$ cat src/rtl/sleepy_spi_pkg.sv
// -----------------------------------------------------------------------------
// sleepy_spi_pkg
// Shared definitions for the SPI link into the synthesizer's register bank:
// frame width, register map, CONTROL register bit positions, the writer FSM
// state encoding and a counter-width helper.
// -----------------------------------------------------------------------------
package sleepy_spi_pkg;

  // One frame = 8-bit address followed by 8-bit data, MSB first.
  localparam int FRAME_W = 16;

  // Register map (address bits [2:0]; bits [7:3] are always 0).
  localparam logic [7:0] REG_CONTROL       = 8'd0;
  localparam logic [7:0] REG_FREQ_LOW      = 8'd1;
  localparam logic [7:0] REG_FREQ_MID      = 8'd2;
  localparam logic [7:0] REG_FREQ_HIGH     = 8'd3;
  localparam logic [7:0] REG_DUTY          = 8'd4;
  localparam logic [7:0] REG_VOLUME        = 8'd5;
  localparam logic [7:0] REG_STREAM_SAMPLE = 8'd6;
  localparam logic [7:0] REG_STATUS        = 8'd7;

  // CONTROL register bit positions.
  localparam int CTRL_OSC_EN      = 0;
  localparam int CTRL_STREAM_MODE = 1;
  localparam int CTRL_SW_GATE     = 2;
  localparam int CTRL_SQUARE_EN   = 3;
  localparam int CTRL_SAW_EN      = 4;
  localparam int CTRL_TRI_EN      = 5;

  typedef enum logic [2:0] {
    ST_IDLE,
    ST_SETUP,
    ST_SHIFT,
    ST_HOLD,
    ST_GAP
  } spi_state_t;

  // Width of a down-counter preloaded with (n - 1), for the largest n given.
  function automatic int cnt_width(input int a, input int b, input int c);
    int m;
    m = (a > b) ? a : b;
    m = (m > c) ? m : c;
    return (m > 1) ? $clog2(m) : 1;
  endfunction

endpackage

$ cat src/rtl/spi_phase_timer.sv
// -----------------------------------------------------------------------------
// spi_phase_timer
// Divides one SPI bit window into 2*CLK_DIV clk cycles. While enabled it
// counts 0 .. 2*CLK_DIV-1 and strobes on the cycle before SCK must change,
// so the registered SCK in the parent lands exactly on the phase boundary.
// Ports:
//   clk, rst  : system clock, synchronous active-high reset
//   en        : high only while the parent is shifting bits
//   sck_rise  : last cycle of the low phase (SCK goes high next cycle)
//   sck_fall  : last cycle of the bit window (SCK goes low, next bit)
// -----------------------------------------------------------------------------
module spi_phase_timer #(
  parameter int CLK_DIV = 4
) (
  input  logic clk,
  input  logic rst,
  input  logic en,
  output logic sck_rise,
  output logic sck_fall
);

  localparam int PW = $clog2(2 * CLK_DIV);
  localparam logic [PW-1:0] RISE_AT = PW'(CLK_DIV - 1);
  localparam logic [PW-1:0] LAST    = PW'(2 * CLK_DIV - 1);

  logic [PW-1:0] phase;

  // Held at zero outside SHIFT so every frame starts on a fresh window.
  always_ff @(posedge clk) begin
    if (rst || !en) begin
      phase <= '0;
    end else if (phase == LAST) begin
      phase <= '0;
    end else begin
      phase <= phase + PW'(1);
    end
  end

  assign sck_rise = en && (phase == RISE_AT);
  assign sck_fall = en && (phase == LAST);

endmodule

$ cat src/rtl/spi_reg_writer.sv
// -----------------------------------------------------------------------------
// spi_reg_writer
// Write-only SPI master (mode 0, MSB first) that sends one {addr, data} frame
// per chip-select assertion to the synthesizer's register bank.
// Ports:
//   clk, rst             : system clock, synchronous active-high reset
//   req_valid/req_ready  : request handshake, accepted when both are high
//   req_addr, req_data   : register address (bits [2:0]) and value
//   busy                 : a frame (including the CS-high gap) is in progress
//   done                 : one-cycle pulse on the first CS-high cycle of a frame
//   spi_mosi/sck/cs      : serial data, serial clock (idles low), chip select
// All outputs come straight from flops.
// -----------------------------------------------------------------------------
module spi_reg_writer
  import sleepy_spi_pkg::*;
#(
  parameter int CLK_DIV  = 4,
  parameter int CS_SETUP = 2,
  parameter int CS_HOLD  = 2,
  parameter int GAP      = 4
) (
  input  logic       clk,
  input  logic       rst,
  input  logic       req_valid,
  output logic       req_ready,
  input  logic [7:0] req_addr,
  input  logic [7:0] req_data,
  output logic       busy,
  output logic       done,
  output logic       spi_mosi,
  output logic       spi_sck,
  output logic       spi_cs
);

  localparam int CNT_W = cnt_width(CS_SETUP, CS_HOLD, GAP);

  spi_state_t         state;
  logic [CNT_W-1:0]   cnt;
  logic [3:0]         bit_cnt;
  logic [FRAME_W-1:0] sr;
  logic               sck_rise;
  logic               sck_fall;

  spi_phase_timer #(.CLK_DIV(CLK_DIV)) u_timer (
    .clk      (clk),
    .rst      (rst),
    .en       (state == ST_SHIFT),
    .sck_rise (sck_rise),
    .sck_fall (sck_fall)
  );

  // MOSI is the shift register MSB. It shifts only on an SCK fall and is
  // cleared on entry to GAP, which gives the SETUP/SHIFT/HOLD/GAP values.
  assign spi_mosi = sr[FRAME_W-1];

  // Every transition also sets the outputs for the state being entered, so
  // the outputs are registered and aligned with the state register.
  always_ff @(posedge clk) begin
    if (rst) begin
      state     <= ST_IDLE;
      cnt       <= '0;
      bit_cnt   <= '0;
      // NOTE: the shift register is reset as well: it drives MOSI directly,
      // so it must read 0 right after reset rather than leftover frame bits.
      sr        <= '0;
      spi_cs    <= 1'b1;
      spi_sck   <= 1'b0;
      busy      <= 1'b0;
      done      <= 1'b0;
      req_ready <= 1'b1;
    end else begin
      // NOTE: non-blocking assignments throughout, so every branch reads the
      // pre-edge register values regardless of statement order.
      done <= 1'b0;
      unique case (state)
        ST_IDLE: begin
          if (req_valid && req_ready) begin
            state     <= ST_SETUP;
            sr        <= {req_addr, req_data};
            cnt       <= CNT_W'(CS_SETUP - 1);
            spi_cs    <= 1'b0;
            busy      <= 1'b1;
            req_ready <= 1'b0;
          end
        end
        ST_SETUP: begin
          if (cnt == '0) begin
            state   <= ST_SHIFT;
            bit_cnt <= 4'd15;
          end else begin
            cnt <= cnt - CNT_W'(1);
          end
        end
        ST_SHIFT: begin
          if (sck_rise) begin
            spi_sck <= 1'b1;
          end else if (sck_fall) begin
            spi_sck <= 1'b0;
            if (bit_cnt == 4'd0) begin
              // Last window done; MOSI keeps bit 0 through HOLD.
              state <= ST_HOLD;
              cnt   <= CNT_W'(CS_HOLD - 1);
            end else begin
              bit_cnt <= bit_cnt - 4'd1;
              sr      <= {sr[FRAME_W-2:0], 1'b0};
            end
          end
        end
        ST_HOLD: begin
          if (cnt == '0) begin
            state  <= ST_GAP;
            cnt    <= CNT_W'(GAP - 1);
            sr     <= '0;
            spi_cs <= 1'b1;
            done   <= 1'b1;
          end else begin
            cnt <= cnt - CNT_W'(1);
          end
        end
        ST_GAP: begin
          if (cnt == '0) begin
            state     <= ST_IDLE;
            busy      <= 1'b0;
            req_ready <= 1'b1;
          end else begin
            cnt <= cnt - CNT_W'(1);
          end
        end
        default: begin
          state <= ST_IDLE;
        end
      endcase
    end
  end

endmodule

$ cat config.mk
export PLATFORM = sky130hd
export DESIGN_NAME = spi_reg_writer
export DESIGN_NICKNAME = d
export VERILOG_FILES = /design/src/rtl/sleepy_spi_pkg.sv /design/src/rtl/spi_phase_timer.sv /design/src/rtl/spi_reg_writer.sv
export SDC_FILE = /design/constraint.sdc
export NUM_CORES = 1
export LEC_CHECK = 0
export BUFFER_PORTS_ARGS = -buffer_cell sky130_fd_sc_hd__buf_2
export CELL_PAD_IN_SITES_DETAIL_PLACEMENT = 1
export CELL_PAD_IN_SITES_GLOBAL_PLACEMENT = 2
export CORE_ASPECT_RATIO = 1.25
export CORE_MARGIN = 5
export CORE_UTILIZATION = 31
export DETAILED_ROUTE_END_ITERATION = 16
export PLACE_DENSITY_LB_ADDON = 0.1
export SLEW_MARGIN = 25
export SYNTH_ARGS = -nofsm -noshare
export SYNTH_HDL_FRONTEND = slang
export SYNTH_SLANG_ARGS = --single-unit
$ cat constraint.sdc
create_clock -name clk -period 1.9 [get_ports clk]
set_clock_uncertainty 0.2 [all_clocks]
set_input_delay 0.095 -clock clk [delete_from_list [all_inputs] [get_ports clk]]
set_output_delay 0.095 -clock clk [all_outputs]
set_load 0.01 [all_outputs]
# Word level (Yosys, flattened, before mapping)
# Cells that the tools add are included.
[classes] bitwise=1 n_reduce_logical=24 n_lt_le_gt_ge=0 n_shift=0 eq_ne=15 n_addsub=3 n_div=0 muxes=36 n_mul=0
[ops] op="2-to-1 mux 16 bit" count=5
[ops] op="one-hot mux 16 bit (3 select lines)" count=1
[ops] op="2-to-1 mux 3 bit" count=7
[ops] op="!= test 2 bit, second input constant" count=9
[ops] op="2-to-1 mux 4 bit" count=4
[ops] op="one-hot mux 3 bit (5 select lines)" count=1
[ops] op="2-to-1 mux 2 bit" count=6
[ops] op="AND reduction 6 bit" count=2
[ops] op="== test 3 x 2 -> 1 bit, second input constant" count=3
[ops] op="one-hot mux 2 bit (4 select lines)" count=1
[ops] op="one-hot mux 4 bit (2 select lines)" count=1
[ops] op="nonzero test 2 bit" count=4
[ops] op="2-to-1 mux 1 bit" count=7
[ops] op="AND reduction 7 bit" count=1
[ops] op="== test 3 bit, second input constant" count=2
[ops] op="one-hot mux 1 bit (2 select lines)" count=3
[ops] op="AND reduction 3 bit" count=2
[ops] op="OR reduction 2 bit" count=3
[ops] op="AND reduction 5 bit" count=1
[ops] op="zero test 4 bit" count=1
[ops] op="nonzero test 4 bit" count=1
[ops] op="subtractor 4 x 1 -> 4 bit, second input constant" count=1
[ops] op="adder 3 x 1 -> 3 bit, second input constant" count=1
[ops] op="== test 3 x 1 -> 1 bit, second input constant" count=1
[ops] op="9 further kinds" count=11
[word_totals] wordCells=89 ram_bits=0 mem_bits_ro=0 latch_bits=0 out_inout_bits=6 memories=0 input_bits=19 ff_bits=33

# Depth between registers and ports, before layout
[logic_depth] ltp_word=5 mapped_depth=8 mapped_depth_nobuf=6

# Modules after synthesis
# Synthesis repeated with hierarchy kept, for this count alone.
[unflattened] hier_cells=209 area_unflattened_um2=1924.3
[modules_own_cells] mod="spi_reg_writer" area_per_inst_um2=1779.2 seq_area_each_um2=600.6 n_inst=1 cells_each=197
[modules_own_cells] mod="spi_phase_timer" area_per_inst_um2=145.1 seq_area_each_um2=60.1 n_inst=1 cells_each=12

# Worst setup path before layout
# OpenSTA, ideal clock, no wires.
[synth_timing] path_type="register -> register" start="register u_timer.phase[0]" end="register sr[10]" path_stages_with_launch=9 synth_period_minus_slack_ns=2.089 arrival_time_ns=1.748 slack_ns=-0.189 path_buffers=2 t_required_ns=1.558 setup_time_ns=0.142 cell_sequence="dfxtp_1 ha_1 ha_1 nand2b_1 o311ai_4 and2_1 buf_6 buf_8 a211oi_2"
[synth_via] elab_chain_len=4 word_cells_on_any_way=7 cone_classes="eq/ne: 4; reduce/logical: 3"
[synth_rtl] element="from (decl)" line="spi_phase_timer.sv:26" source="logic [PW-1:0] phase;"
[synth_rtl] element="from (signal assigned)" line="spi_phase_timer.sv:35" source="phase <= phase + PW'(1);"
[synth_rtl] element="== test 3 bit or == test 3 x 2 -> 1 bit (tied branches)" line="spi_phase_timer.sv:40, spi_phase_timer.sv:39"
[synth_rtl] element="logical AND 1 bit, on equally long branches" line="spi_phase_timer.sv:40, spi_phase_timer.sv:39"
[synth_rtl] element="!= test 2 bit (no line)"
[synth_rtl] element="AND reduction 6 bit (no line) (*)"
[synth_rtl] element="to (signal assigned)" line="spi_reg_writer.sv:79" source="sr <= {req_addr, req_data};"
[synth_rtl] element="to (signal assigned)" line="spi_reg_writer.sv:105" source="sr <= {sr[FRAME_W-2:0], 1'b0};"
[synth_rtl] element="to (decl)" line="spi_reg_writer.sv:40" source="logic [FRAME_W-1:0] sr;"
# Every way passes the cells marked *; elsewhere a longest branch is shown, timed or not.
# A chain may end at the register's enable or synchronous reset.

# Final worst setup path
[layout_timing] start="register u_timer.phase[0]" end="register sr[0]"
# The elaborated chain is that of the path after synthesis.

==> reports/results.txt <==
outcome: finished with violations
violated checks: setup timing
clock-pin slew on the worst setup and hold paths: 0.07 ns
Setup-failing EPs final: 8
Data arrival, critical path: 1.91 ns
Leak: 0.8532 nW
Seq/Total Area, Yosys: 38.62%
hpwl dp: 3552 microns
area of the multi-input gates: 1031 sq um
first-pass GRT wire length: 8100 microns
RSZ-0062 raised after global routing: yes
die area: 7112 sq um
setup ws final: -0.02024 ns
DRT Wirelength: 4925 microns
Pwr Total: 2.478 mW
Placement Setup Slack: -0.1019 ns
worst min path class: in2reg
Pins Over Slew Limit: 0
GRT Overall Usage: 13.94%
initial antenna violation count: 0
Port Buf Inserts: 24
Final Hold Vio Count: 0
CTS Buf Count: 5
syn_nets: 208
vias in the first global route: 1716
Data required, critical path: 1.88 ns
Unique masters post-synth: 44
share of layout cells above drive strength 1: 40.69%
most frequent CP cell: ha_4
placer congestion estimate: 0.7914
Core ar.: 5405 sq um
final net count: 254
crit-path cells: ha_4, ha_4, nand2b_4, o311ai_4, buf_6, a21boi_1, o21ba_2
Synth Register Bits: 33
DRT antenna net count: 0
Root Driver: clkbuf_8
Die Height: 93.05 microns
Post-synth EDFFs: 0
maximum resistive drop on vdd: 465.6 uV
total gr overflow: 0
WL per Instance: 16.69 microns
die width: 76.44 microns
Clock Latency Late Sink: 0.28 ns
largest net degree at the start of global routing: 26
Async SR Flop Fraction: 0%
Startpoint Class: flop
initial core utilization: 31.64%
CP peak stage delay: 0.33 ns
Area Overhead vs Synth: 32.70%
post-synthesis xor/xnor area fraction: 0%
CP bufs+invs: 1
main combinational cell family by area after synthesis: compound AO/OA/AOI/OAI gates
Synth top area share: 38.62%
Max transition margin: 65.56%
Post-synth top cells: 33 x dfxtp_1, 25 x a21oi_1, 17 x a22oi_1
endpoint type of the worst setup path: flop
complex-gate fraction of the synthesized area: 36.87%
most frequent cell after synthesis: dfxtp_1
FP Rows: 30
top cells by area, synth: dfxtp_1 39%, a22oi_1 7.5%, a211oi_2 7.3%
Initial DRC Count: 38
DR vias: 1619
fill cell count: 653
critical path class: reg2reg
DRC viols: 0
Main synth FF type: dfxtp_1
clk buf depth: 2
area leader, netlist: dfxtp_1
via density per instance: 5.488
top-level I/O count: 25
fmax: 0.5208 GHz
Mapped Cells: 184
final worst path period share: 101.1%
drt pass-1 iters: 4
clk sink count: 33
Max Cap Viol: 0
Synth Area in Adders: 3.658%
CTS tree: yes
min Tclk post-route: 1.920 ns
H-tree levels: 2
Ys Warns: 0
pin slew with the least headroom to its limit: 0.5166 ns
Pwr Density: 1092 nW/um^2
Avg Inst Size Synth: 9.296 sq um
slowest CP cell: dfxtp_2
post-synthesis mux area share: 0%
Worst path top cell family by delay: compound AO/OA/AOI/OAI gates
Reg area: 665.6 sq um
simple-gate portion of the synthesized area: 14.48%
CP Max Fanout: 8
Ant. Diodes: 0
Synth Cell Area: 1710 sq um
## cell families (layout without fill, tap and decap cells)
| group | count (synthesis) | after routing |
|---|---|---|
| DFF | 33 | 33 |
| adders and majority gates | 5 | 5 |
| AOI/OAI and AO/OA | 80 | 80 |
| buffers and inverters | 22 | 69 |
| and+or+nand+nor | 44 | 44 |
## flip-flops by register name (all words and copies together), names as in the netlist
register,cells
bit_cnt,4
busy,1
cnt,2
done,1
req_ready,1
spi_cs,1
spi_sck,1
sr,16
state,3
u_timer.phase,3
## path summary, 6_finish.rpt
| kind | start | depth (start not counted) | slack (ns) | endpoint |
|---|---|---|---|---|
| hold reg to reg | u_timer.phase[0] | 1 | 0.23 | u_timer.phase[0] |
| hold / removal | req_addr[7] | 3 | 0.01 | sr[15] |
| setup / recovery | u_timer.phase[0] | 7 | -0.02 | sr[0] |
| setup reg to reg | u_timer.phase[0] | 7 | -0.02 | sr[0] |
## per-layer routing
layer,up-vias,global-route usage (%),part of all wire [%]
met5,-,0,0
met4,0,6.122,2.1
met3,10,3.757,4.0
met2,25,26.36,55
met1,795,14.15,39
li1,789,-,-
## layout by cell type (no fill, tap or decap), drive strengths merged, types with 2 or more instances in the layout
cell type and count:
a211oi 15, a21boi 2, a21oi 26, a22oi 17
buf 49, clkbuf 6, clkinv 2, dfxtp 33
dlygate4sd3 2, ha 5, inv 9, nand2 9
nand2b 3, nand3b 6, nor2 11, nor3 3
nor3b 3, nor4 2, o21bai 2, o31ai 3
or3 2, or3b 2
## final cells by class
| cell class | instances | share of cell area [%] |
|---|---|---|
| flip-flops and latches | 33 | 29.33 |
| clock buffers | 5 | 3.032 |
| clock inverters | 3 | 0.7718 |
| multi-input cells | 129 | 45.42 |
| inverters | 9 | 1.488 |
| well taps | 64 | 3.528 |
| repair buffers | 52 | 16.43 |
## power breakdown
part           leakage (nW)  total [mW]  switching, mW  internal [mW]
registers             0.273       0.927         0.0989          0.829
clock network        0.0439       0.519          0.266          0.253
logic                 0.536        1.03          0.539          0.492
## per-stage QoR
step	TNS (ns)	hold WS, ns	instance area [sq um]	util [%]	cells
finish	-0.05842	0.01018	2270	41.99	295
global route	-1.520	0.01878	2270	41.99	295
CTS	0	0.003718	2215	40.97	293
detailed placement	-0.6896	0.2271	2068	38.26	282
global placement	-0.04687	0.2132	2068	38.26	282
floorplan	-0.8430	0.06616	1758	-	184
## worst register-to-register path, delay by kind of cell (launching register included)
kind / cells / cell delay [ns]
adder cells (fa/ha/maj): 2 / 0.32
buffers and inverters: 1 / 0.20
AO/OA/AOI/OAI: 3 / 0.62
flip-flops: 1 / 0.33
AND/OR/NAND/NOR: 1 / 0.16
## repair_timing
action | in CTS | in global routing
hold buffers | 2 | 0
cloned | 1 | 1
pin swaps | 2 | 5
buffers inserted | 0 | 1
setup endpoints to repair | 21 | 23
hold endpoints to repair | 2 | 0
gates resized for setup | 8 | 10
Power figures use the tool's default switching activity.
